==> src/rtl/usb_tx_shift_register.sv <==
// USB TX byte serializer feeding the bit stuffer: valid/ready byte intake through a
// one-byte holding register, LSB-first shift out on each unstuffed bit-time strobe.
module usb_tx_shift_register #(
  parameter int BYTE_W = 8
) (
  input  logic              clk,
  input  logic              rst,
  input  logic [BYTE_W-1:0] tx_byte,
  input  logic              tx_byte_valid,
  input  logic              tx_last,
  output logic              tx_byte_ready,
  input  logic              rollover_flag64,
  input  logic              stuffing,
  output logic              serial_out,
  output logic              tx_active,
  output logic              tx_done,
  output logic              tx_underrun
);

  localparam int CNT_W = (BYTE_W > 1) ? $clog2(BYTE_W) : 1;
  localparam logic [CNT_W-1:0] CNT_LAST = CNT_W'(BYTE_W - 1);

  typedef enum logic [1:0] {
    IDLE  = 2'd0,
    LOAD  = 2'd1,
    SHIFT = 2'd2,
    DONE  = 2'd3
  } state_t;

  state_t            state_r;
  logic [BYTE_W-1:0] hold_r;
  logic              hold_last_r;
  logic              hold_full_r;
  logic              last_pending_r;
  logic [BYTE_W-1:0] shifter_r;
  logic              last_q_r;
  logic [CNT_W-1:0]  bit_cnt_r;

  logic accept_s;
  logic adv_s;
  logic byte_end_s;
  logic drain_s;
  logic finish_s;
  logic hold_full_nxt_s;
  logic last_pending_nxt_s;

  // Handshake, advance qualification and next-cycle holding-register occupancy.
  always_comb begin
    accept_s   = tx_byte_valid && tx_byte_ready;
    adv_s      = rollover_flag64 && !stuffing && (state_r == SHIFT);
    byte_end_s = adv_s && (bit_cnt_r == CNT_LAST);
    // Hold drains either into LOAD or straight into the shifter on a gapless reload.
    drain_s    = (state_r == LOAD) || (byte_end_s && hold_full_r);
    finish_s   = byte_end_s && !hold_full_r;

    if (accept_s) begin
      hold_full_nxt_s = 1'b1;
    end else if (drain_s) begin
      hold_full_nxt_s = 1'b0;
    end else begin
      hold_full_nxt_s = hold_full_r;
    end

    if (accept_s && tx_last) begin
      last_pending_nxt_s = 1'b1;
    end else if (finish_s) begin
      last_pending_nxt_s = 1'b0;
    end else begin
      last_pending_nxt_s = last_pending_r;
    end
  end

  // Serializer FSM, holding register and all registered outputs.
  always_ff @(posedge clk) begin
    if (rst) begin
      state_r        <= IDLE;
      hold_r         <= '0;
      hold_last_r    <= 1'b0;
      hold_full_r    <= 1'b0;
      last_pending_r <= 1'b0;
      shifter_r      <= '0;
      last_q_r       <= 1'b0;
      bit_cnt_r      <= '0;
      serial_out     <= 1'b1;
      tx_active      <= 1'b0;
      tx_done        <= 1'b0;
      tx_underrun    <= 1'b0;
      tx_byte_ready  <= 1'b1;
    end else begin
      hold_full_r    <= hold_full_nxt_s;
      last_pending_r <= last_pending_nxt_s;
      tx_byte_ready  <= !hold_full_nxt_s && !last_pending_nxt_s;
      tx_done        <= 1'b0;
      tx_underrun    <= 1'b0;
      if (accept_s) begin
        hold_r      <= tx_byte;
        hold_last_r <= tx_last;
      end

      case (state_r)
        IDLE: begin
          serial_out <= 1'b1;
          tx_active  <= 1'b0;
          if (hold_full_r) begin
            state_r <= LOAD;
          end
        end
        LOAD: begin
          shifter_r  <= hold_r;
          last_q_r   <= hold_last_r;
          bit_cnt_r  <= '0;
          serial_out <= hold_r[0];
          tx_active  <= 1'b1;
          state_r    <= SHIFT;
        end
        SHIFT: begin
          if (adv_s) begin
            if (bit_cnt_r != CNT_LAST) begin
              shifter_r  <= shifter_r >> 1;
              serial_out <= shifter_r[1];
              bit_cnt_r  <= bit_cnt_r + CNT_W'(1);
            end else if (hold_full_r) begin
              shifter_r  <= hold_r;
              last_q_r   <= hold_last_r;
              bit_cnt_r  <= '0;
              serial_out <= hold_r[0];
            end else if (last_q_r) begin
              serial_out <= 1'b1;
              tx_active  <= 1'b0;
              tx_done    <= 1'b1;
              state_r    <= DONE;
            end else begin
              serial_out  <= 1'b1;
              tx_active   <= 1'b0;
              tx_underrun <= 1'b1;
              state_r     <= IDLE;
            end
          end
        end
        DONE: begin
          serial_out <= 1'b1;
          tx_active  <= 1'b0;
          state_r    <= IDLE;
        end
        default: begin
          serial_out <= 1'b1;
          tx_active  <= 1'b0;
          state_r    <= IDLE;
        end
      endcase
    end
  end

endmodule

==> config.mk <==
export PLATFORM = sky130hd
export DESIGN_NAME = usb_tx_shift_register
export DESIGN_NICKNAME = d
export VERILOG_FILES = /design/src/rtl/usb_tx_shift_register.sv
export SDC_FILE = /design/constraint.sdc
export NUM_CORES = 1
export LEC_CHECK = 0
export ABC_CLOCK_PERIOD_IN_PS = 5300
export CORE_ASPECT_RATIO = 2
export CORE_MARGIN = 4
export CORE_UTILIZATION = 47
export DETAILED_ROUTE_END_ITERATION = 8
export PLACE_DENSITY = 0.7
export SLEW_MARGIN = 0
export SYNTH_ARGS = -nofsm -noshare
export SYNTH_HDL_FRONTEND = slang
export SYNTH_SLANG_ARGS = --single-unit
export TNS_END_PERCENT = 5
==> constraint.sdc <==
create_clock -name clk -period 5.3 [get_ports clk]
set_input_delay 0.795 -clock clk [delete_from_list [all_inputs] [get_ports clk]]
set_output_delay 0.795 -clock clk [all_outputs]
set_load 0.005 [all_outputs]
==> results of run 1 <==
## tightest hold or removal path: stages (launching register included)
cell and delay, ns:
dfxtp_1 0.31, nand2_1 0.05, a21oi_1 0.05
## metal layers
| metal | vias up | GRT usage | share of wire |
|---|---|---|---|
| met5 | - | 0 | 0 |
| met4 | 0 | 0.109 | 0.032 |
| met3 | 8 | 0.0475 | 0.030 |
| met2 | 19 | 0.259 | 0.55 |
| met1 | 541 | 0.186 | 0.39 |
| li1 | 550 | - | - |
## cells by family (layout without fill, tap and decap cells)
family / after synthesis / count (layout) / share of synthesized area
and+or+nand+nor: 54 / 54 / 0.209
adders and majority gates: 6 / 6 / 0.0552
AOI/OAI and AO/OA: 40 / 40 / 0.207
DFF: 29 / 29 / 0.427
buffers and inverters: 13 / 30 / 0.0432
muxes: 8 / 8 / 0.0589
## cells in the final DEF (no fill, tap or decap), types with 2 or more instances in the layout
master           instances
dfxtp_1                 29
nand3_1                  4
a211oi_2                 6
clkbuf_8                 6
nor3_1                   3
nand2b_1                 8
mux2i_1                  8
a31oi_1                  3
nand2_1                 24
nor2_1                   5
clkdlybuf4s50_1         18
and2_1                   3
inv_1                    5
ha_1                     6
nor3b_1                  2
a21oi_1                 19
o21ai_0                  4
## state kept, by name, summed over array words and instances (netlist names)
signal / cells
bit_cnt_r: 3
hold_full_r: 1
hold_last_r: 1
hold_r: 8
last_pending_r: 1
last_q_r: 1
serial_out: 1
shifter_r: 7
state_r: 2
tx_active: 1
tx_byte_ready: 1
tx_done: 1
tx_underrun: 1
## area by class of cell
class / instances / share of cell area
timing repair buffer: 18 / 0.111
multi-input combinational: 108 / 0.444
tap: 29 / 0.0224
inverter: 5 / 0.0116
clock buffer: 7 / 0.0532
sequential: 29 / 0.358
## per-stage QoR
| stage | total power, W | instances | utilization |
|---|---|---|---|
| 6_report | 0.000713 | 196 | 0.586 |
| 5_1_grt | 0.000763 | 196 | 0.586 |
| 4_1_cts | 0.000718 | 196 | 0.586 |
| 3_5_place_dp | 0.000536 | 189 | 0.555 |
| 3_3_place_gp | 0.000528 | 189 | 0.555 |
| 2_1_floorplan | 0.000487 | 150 | - |
## power by group
| group | total [W] | switching (W) | internal, W |
|---|---|---|---|
| combinational | 0.000261 | 0.000147 | 0.000113 |
| sequential | 0.000273 | 0.0000195 | 0.000254 |
| clock | 0.000179 | 0.0000765 | 0.000103 |
| total | 0.000713 | 0.000243 | 0.000470 |
## worst max path at each step
stage / start / to / slack [ns] / cells after the start
2_1_floorplan: stuffing / shifter_r[7] / 3.54 / 5
3_3_place_gp: rollover_flag64 / shifter_r[3] / 2.72 / 5
3_5_place_dp: rollover_flag64 / bit_cnt_r[1] / 2.68 / 5
4_1_cts: rollover_flag64 / bit_cnt_r[1] / 2.95 / 5
5_1_grt: rollover_flag64 / bit_cnt_r[1] / 2.80 / 5
6_report: rollover_flag64 / bit_cnt_r[1] / 2.94 / 5
==> results.sh, run 1 <==
export IMPL_status="completed"
export IMPL_drc=0
export IMPL_grt_start_max_net_pins=34
export IMPL_ctsResizeCount=0
export IMPL_synthesis_nets=170
export IMPL_crit_required_ns=5.43
export IMPL_htreeDepth=2
export IMPL_arrival_ns=2.49
export IMPL_vias=1118
export IMPL_multiInputGateArea_sq_um=721
export IMPL_reg2reg_to="bit_cnt_r[1]"
export IMPL_reg2reg_slack_ns=3.14
export IMPL_fin_nets=187
export IMPL_rows=27
export IMPL_clock_skew_ns=0.00429
export IMPL_fp_dieH_microns=84.1
export IMPL_grt_setup_unrepaired="false"
export IMPL_synth_seq_area_share=0.427
export IMPL_dp_hpwl_microns=2010
export IMPL_cts_num_sinks=29
export IMPL_hold_ws_ns=0.457
export IMPL_slew_viol_final=0
export IMPL_synth_edf_count=0
export IMPL_synth_area_top_cells="dfxtp_1 (43%), a21oi_1 (7.0%), nand2_1 (6.6%), mux2i_1 (5.9%), a211oi_2 (5.5%)"
export IMPL_cts_hold_repair_buffers=0
export IMPL_reg2reg_from="bit_cnt_r[0]"
export IMPL_grt_pass1_wl_microns=4810
export IMPL_synth_most_common_cell="dfxtp_1"
export IMPL_clk_latency_ns=0.28
export IMPL_yosys_warnings=0
export IMPL_avgViaCountPerCell=5.70
export IMPL_area_growth_synth_to_final_pct=19.3
export IMPL_fin_ws_ns=2.94
export IMPL_cts_buffers=5
export IMPL_postSynthCellCount=150
export IMPL_clk_pin_slew_ns=0.05
export IMPL_critPathMaxStageDelay_ns=0.55
export IMPL_gp_congestion=0.815
export IMPL_worst_setup_path_end_kind="flop"
export IMPL_path_delay_family="simple AND/OR/NAND/NOR gates"
export IMPL_synth_top_area_frac=0.427
export IMPL_hold_viol=0
export IMPL_synth_seq_cells=29
export IMPL_antenna_found_initial=0
export IMPL_hold_start="hold_last_r"
export IMPL_diodes=0
export IMPL_relSlewSlack=0.187
export IMPL_hold_class="reg -> reg"
export IMPL_drtPass1Iterations=4
export IMPL_finalCritPeriodShare=0.445
export IMPL_fillers=260
export IMPL_route_detailed_wl_per_inst_microns=14.0
export IMPL_overflow=0
export IMPL_ios=19
export IMPL_design_area_sq_mm=0.00162
export IMPL_ir_worst_vdd_mv=0.238
export IMPL_start_kind="input pin"
export IMPL_final_layout_size_suffix_gt1_frac=0.0958
export IMPL_cts_root_buf="clkbuf_8"
export IMPL_worstPathCellList="clkdlybuf4s50_1, nand2b_1, o21ai_4, and2_1, o21ai_0"
export IMPL_die_area_sq_mm=0.00387
export IMPL_fp_dieW_microns=46.0
export IMPL_cts_setup_buffers=0
export IMPL_ant_nets=0
export IMPL_synth_cell_types=32
export IMPL_cp_max_fo=10
export IMPL_cts_buffer_depth=2
export IMPL_reg2reg_depth=6
export IMPL_grt_pass1_vias=1120
export IMPL_period_needed_ns=2.36
export IMPL_p_per_area_mw_per_mm2=439
export IMPL_worst_slew_pin_slew_ns=1.21
export IMPL_routed_wl_microns=2740
export IMPL_coreArea_sq_mm=0.00277
export IMPL_syn_area_per_cell_sq_um=9.07
export IMPL_crit_type="in -> reg"
export IMPL_timing_fmax_mhz=424
export IMPL_async_reset_ff_frac=0
export IMPL_hold_path_end="hold_last_r"
export IMPL_drt_initial_drc_count=26
export IMPL_cap_violations=0
export IMPL_synthTopCellsByCount="dfxtp_1 (29), nand2_1 (24), a21oi_1 (19), mux2i_1 (8), nand2b_1 (8)"
export IMPL_cp_slowest_cell="clkdlybuf4s50_1"
export IMPL_placed_cell_area_sq_mm=0.00154
export IMPL_p_leak_nw=0.622
export IMPL_io_buffers=18
export IMPL_synth_flop_cell="dfxtp_1"
export IMPL_min_path_cells=2
export IMPL_final_setup_tns_ns=0
export IMPL_seq_area_sq_um=581
export IMPL_initial_utilization=0.491
export IMPL_cts_tree="built"
export IMPL_crit_buf_inv=1
export IMPL_netlist_area_sq_mm=0.00136
export IMPL_grt_use_total=0.167
export IMPL_yosysTopAreaCell="dfxtp_1"
export IMPL_finalSetupViolations=0
export IMPL_dp_slack_ns=2.68
(Power assumes the default switching activity.)
==> run 2: changes to the inputs <==
ABC_CLOCK_PERIOD_IN_PS = 2200   (was 5300)
clock period = 2.2 ns   (was 5.3 ns; I/O delays follow)
==> run 2 against run 1 <==
Total power rose to 2.5 times the previous value. Clock skew rose by 0.0029 ns. First-iteration DRC count fell by 12%. Hold slack barely moved. Largest power group is now combinational logic. Register-to-register slack got worse by 2.8 ns. Largest cell class unchanged. Sequential share of layout area fell by 1.1 points. Final cell count rose by 3.1%. Critical endpoint is now shifter_r[1]. Core utilization rose by 1.9 points. Critical path type is now reg -> reg. Global-route usage rose by 0.24 points. Clock power rose to 2.7 times the previous value.
==> results.sh, run 2 (same netlist as run 1, synthesis figures left out) <==
export IMPL_total_power_w=0.00182
export IMPL_die_area_sq_mm=0.00387
export IMPL_hold_class="reg -> reg"
export IMPL_antenna_found_initial=0
export IMPL_route_detailed_wl_per_inst_microns=14.2
export IMPL_gp_congestion=0.825
export IMPL_dp_hpwl_microns=2160
export IMPL_cpMostUsedCell="ha_1"
export IMPL_reg2reg_from="bit_cnt_r[0]"
export IMPL_design_area_sq_mm=0.00168
export IMPL_cts_num_sinks=29
export IMPL_area_growth_synth_to_final_pct=23.2
export IMPL_htreeDepth=2
export IMPL_drtPass1Iterations=2
export IMPL_ios=19
export IMPL_path_depth=5
export IMPL_io_buffers=18
export IMPL_reg2reg_slack_ns=0.39
export IMPL_finalSetupViolations=0
export IMPL_clk_pin_slew_ns=0.06
export IMPL_worstPathCellList="ha_1, ha_1, nand2b_1, mux2i_1, a211oi_2"
export IMPL_cts_tree="built"
export IMPL_final_cell_mix="dfxtp_1 (29), nand2_1 (24), a21oi_1 (19)"
export IMPL_clk_latency_ns=0.29
export IMPL_worst_setup_path_end_kind="flop"
export IMPL_cts_root_buf="clkbuf_8"
export IMPL_vias=1117
export IMPL_crit_type="reg -> reg"
export IMPL_coreArea_sq_mm=0.00277
export IMPL_overflow=0
export IMPL_cts_buffer_depth=2
export IMPL_ant_nets=0
export IMPL_reg_top3="hold_r (8), shifter_r (7), bit_cnt_r (3)"
export IMPL_ctsResizeCount=0
export IMPL_cts_hold_repair_buffers=0
export IMPL_cts_buffers=5
export IMPL_drt_initial_drc_count=23
export IMPL_final_setup_tns_ns=0
export IMPL_clock_skew_ns=0.00717
export IMPL_ir_worst_vdd_mv=0.733
export IMPL_rows=27
export IMPL_crit_required_ns=2.37
export IMPL_critPathMaxStageDelay_ns=0.46
export IMPL_period_needed_ns=1.81
export IMPL_slew_viol_final=0
export IMPL_finalCritPeriodShare=0.823
export IMPL_grt_setup_unrepaired="false"
export IMPL_top_register="hold_r"
export IMPL_cp_slowest_cell="nand2b_1"
export IMPL_fp_dieW_microns=46.0
export IMPL_grt_pass1_wl_microns=4830
export IMPL_final_layout_size_suffix_gt1_frac=0.133
export IMPL_status="completed"
export IMPL_worst_slew_pin_slew_ns=0.547
export IMPL_p_per_area_mw_per_mm2=1080
export IMPL_avgViaCountPerCell=5.53
export IMPL_fp_dieH_microns=84.1
export IMPL_cap_violations=0
export IMPL_arrival_ns=1.98
export IMPL_endpoint="shifter_r[1]"
export IMPL_grt_start_max_net_pins=16
export IMPL_relSlewSlack=0.634
export IMPL_timing_fmax_mhz=552
export IMPL_critPathLaunch="bit_cnt_r[0]"
export IMPL_crit_buf_inv=0
export IMPL_grt_use_total=0.169
export IMPL_reg2reg_depth=5
export IMPL_cts_setup_buffers=0
export IMPL_hold_viol=0
export IMPL_grt_pass1_vias=1109
export IMPL_cp_max_fo=9
export IMPL_mostFrequentLayoutCell="dfxtp_1"
export IMPL_initial_utilization=0.491
export IMPL_placed_cell_area_sq_mm=0.00157
export IMPL_fin_nets=192
export IMPL_routed_wl_microns=2870
export IMPL_start_kind="flop"
export IMPL_path_delay_family="adder cells"
export IMPL_drc=0
export IMPL_largest_reg_flops=8
export IMPL_diodes=0
export IMPL_reg2reg_to="shifter_r[1]"
export IMPL_p_leak_nw=0.656
run 2: tightest hold or removal path: stages, from the launching register on:
cell	delay [ns]
dfxtp_1	0.31
nand2_1	0.05
a21oi_1	0.05
run 2: worst min path at each step:
stage / slack (ns) / end / start / cells after the start
after floorplan: 0.41 / tx_underrun / last_q_r / 1
after global placement: 0.44 / hold_r[3] / hold_r[3] / 2
after detailed placement: 0.45 / hold_r[3] / hold_r[3] / 2
after CTS: 0.46 / hold_r[3] / hold_r[3] / 2
after global routing: 0.47 / hold_r[3] / hold_r[3] / 2
final: 0.46 / hold_r[3] / hold_r[3] / 2
run 2: where the power goes:
group	total (W)	switching, W	leakage [nW]	internal, W
clock network	0.000488	0.000206	0.0542	0.000282
registers	0.000658	0.0000471	0.238	0.000610
logic	0.000671	0.000367	0.364	0.000304
run 2: area by class of cell:
class,count,area [sq um]
clock buffer,7,96.3
clock inverter,1,5.00
fill,245,1090
inverter,5,18.8
multi-input combinational,108,721
sequential,29,581
tap,29,36.3
timing repair buffer,23,218
run 2: metal layers:
layer | part of all wire | track usage | up-vias
met1 | 0.37 | 0.162 | 537
met4 | 0.024 | 0.0907 | 0
li1 | - | - | 562
met5 | 0 | 0 | -
met2 | 0.58 | 0.295 | 11
met3 | 0.028 | 0.0518 | 7
run 2: through the flow:
step / utilization / hold slack, ns / worst slack [ns] / std cells
5_1_grt: 0.605 / 0.470 / 0.287 / 202
3_3_place_gp: 0.568 / 0.444 / 0.385 / 194
2_1_floorplan: - / 0.413 / 0.482 / 150
3_5_place_dp: 0.568 / 0.447 / 0.358 / 194
4_1_cts: 0.605 / 0.455 / 0.369 / 202
6_report: 0.605 / 0.457 / 0.390 / 202
==> run 3: changes to the inputs <==
ABC_CLOCK_PERIOD_IN_PS = 1450   (was 2200)
PLACE_DENSITY = 0.73   (was 0.7)
clock period = 1.45 ns   (was 2.2 ns; I/O delays follow)
==> run 3 against run 2 <==
The flow now finishes with violations (negative setup slack). Core utilization increased by 5.4 points. Critical path depth increased by 2. Global-route usage increased by 1.5 points. Total power rose by 61%. Register-to-register slack got worse by 0.46 ns. Hold slack better by 0.0032 ns. Largest cell class unchanged. Highest routed layer unchanged.
==> results.sh, run 3 (same netlist as run 1, synthesis figures left out) <==
export IMPL_io_buffers=18
export IMPL_grt_start_max_net_pins=19
export IMPL_cp_max_fo=5
export IMPL_cts_hold_repair_buffers=0
export IMPL_area_growth_synth_to_final_pct=34.1
export IMPL_final_setup_tns_ns=-0.463
export IMPL_gp_congestion=0.754
export IMPL_diodes=0
export IMPL_clk_pin_slew_ns=0.06
export IMPL_grt_pass1_vias=1292
export IMPL_worst_slew_pin_slew_ns=0.310
export IMPL_fin_nets=205
export IMPL_reg2reg_depth=7
export IMPL_overflow=0
export IMPL_critPathMaxStageDelay_ns=0.33
export IMPL_placed_cells=206
export IMPL_slew_viol_final=0
export IMPL_cts_num_sinks=29
export IMPL_arrival_ns=1.73
export IMPL_timing_fmax_mhz=656
export IMPL_dp_hpwl_microns=2340
export IMPL_fp_dieH_microns=84.1
export IMPL_total_power_w=0.00292
export IMPL_route_detailed_wl_per_inst_microns=14.4
export IMPL_final_cell_mix="dfxtp_1 (27), nand2_1 (24), clkdlybuf4s50_1 (18)"
export IMPL_crit_required_ns=1.65
export IMPL_initial_utilization=0.491
export IMPL_htreeDepth=2
export IMPL_drt_initial_drc_count=16
export IMPL_p_leak_nw=0.705
export IMPL_fin_ws_ns=-0.0754
export IMPL_rows=27
export IMPL_drtPass1Iterations=4
export IMPL_met2RoutedLength_microns=1800
export IMPL_cts_setup_buffers=0
export IMPL_reg_top3="hold_r (8), shifter_r (7), bit_cnt_r (3)"
export IMPL_violations="negative setup slack"
export IMPL_fillers=241
export IMPL_m1WireLength_microns=1140
export IMPL_grt_use_total=0.184
export IMPL_grt_pass1_wl_microns=5340
export IMPL_drc=0
export IMPL_fp_dieW_microns=46.0
export IMPL_final_layout_size_suffix_gt1_frac=0.242
export IMPL_post_route_util=0.659
export IMPL_hold_class="reg -> reg"
export IMPL_clk_latency_ns=0.28
export IMPL_final_cells=215
export IMPL_critPathLaunch="bit_cnt_r[1]"
export IMPL_die_area_sq_mm=0.00387
export IMPL_cp_slowest_cell="dfxtp_2"
export IMPL_clock_skew_ns=0.00718
export IMPL_cts_buffers=5
export IMPL_vias=1162
export IMPL_antenna_found_initial=0
export IMPL_cts_root_buf="clkbuf_8"
export IMPL_finalSetupViolations=9
export IMPL_crit_type="reg -> reg"
export IMPL_period_needed_ns=1.53
export IMPL_largest_reg_flops=8
export IMPL_path_depth=7
export IMPL_top_register="hold_r"
export IMPL_grt_setup_unrepaired="true"
export IMPL_mostFrequentLayoutCell="dfxtp_1"
export IMPL_ir_worst_vdd_mv=1.18
export IMPL_hold_start="hold_r[1]"
export IMPL_dr_wl_met3_microns=64
export IMPL_top_layer_used="met4"
export IMPL_worst_setup_path_end_kind="flop"
export IMPL_path_delay_family="compound AO/OA/AOI/OAI gates"
export IMPL_cpMostUsedCell="ha_4"
export IMPL_crit_buf_inv=1
export IMPL_p_per_area_mw_per_mm2=1600
export IMPL_ios=19
export IMPL_ant_nets=0
export IMPL_worstPathCellList="ha_4, ha_4, and2b_2, o21ai_4, buf_4, a21oi_1, a211oi_2"
export IMPL_cts_tree="built"
export IMPL_dp_slack_ns=-0.203
export IMPL_routed_wl_microns=3090
export IMPL_start_kind="flop"
export IMPL_cts_buffer_depth=2
export IMPL_finalCritPeriodShare=1.05
export IMPL_relSlewSlack=0.793
export IMPL_cap_violations=0
export IMPL_hold_viol=0
export IMPL_reg2reg_from="bit_cnt_r[1]"
export IMPL_status="finished, violations left"
export IMPL_coreArea_sq_mm=0.00277
export IMPL_min_path_cells=2
export IMPL_avgViaCountPerCell=5.40
run 3: routing by layer:
layer  vias to the layer above  global-route usage
li1                        594                   -
met1                       544               0.179
met2                        15               0.332
met3                         9              0.0389
met4                         0              0.0907
met5                         -                   0
run 3: where the power goes:
part | switching, W | internal [W] | leakage (nW)
sequential | 0.0000773 | 0.000927 | 0.239
combinational | 0.000643 | 0.000652 | 0.427
clock | 0.000285 | 0.000340 | 0.0395
run 3: worst paths after layout:
path,to,slack [ns]
max,shifter_r[6],-0.08
min reg2reg,hold_r[1],0.46
max reg2reg,shifter_r[6],-0.08
min,hold_r[1],0.46
run 3: tightest hold or removal path, delay by kind of cell, from the launching register on:
family / cells / cell delay (ns)
flip-flops: 1 / 0.31
AO/OA/AOI/OAI: 1 / 0.05
AND/OR/NAND/NOR: 1 / 0.05
run 3: final cells by class:
cell class | count | area (sq um) | share of cell area
Inverter | 5 | 18.8 | 0.0103
Multi-Input combinational cell | 109 | 791 | 0.433
Tap cell | 29 | 36.3 | 0.0199
Timing Repair Buffer | 35 | 315 | 0.173
Clock buffer | 8 | 80.1 | 0.0439
Sequential cell | 29 | 583 | 0.320
run 3: through the flow:
step / area [sq um] / hold WS, ns
after global placement: 1690 / 0.446
after floorplan: 1390 / 0.353
final: 1820 / 0.460
after global routing: 1820 / 0.483
after CTS: 1780 / 0.460
after detailed placement: 1690 / 0.452
run 3: timing repair:
action,CTS,global route
pin swaps,1,7
setup endpoints to repair,18,17
gates cloned,1,0
resized for setup,3,11
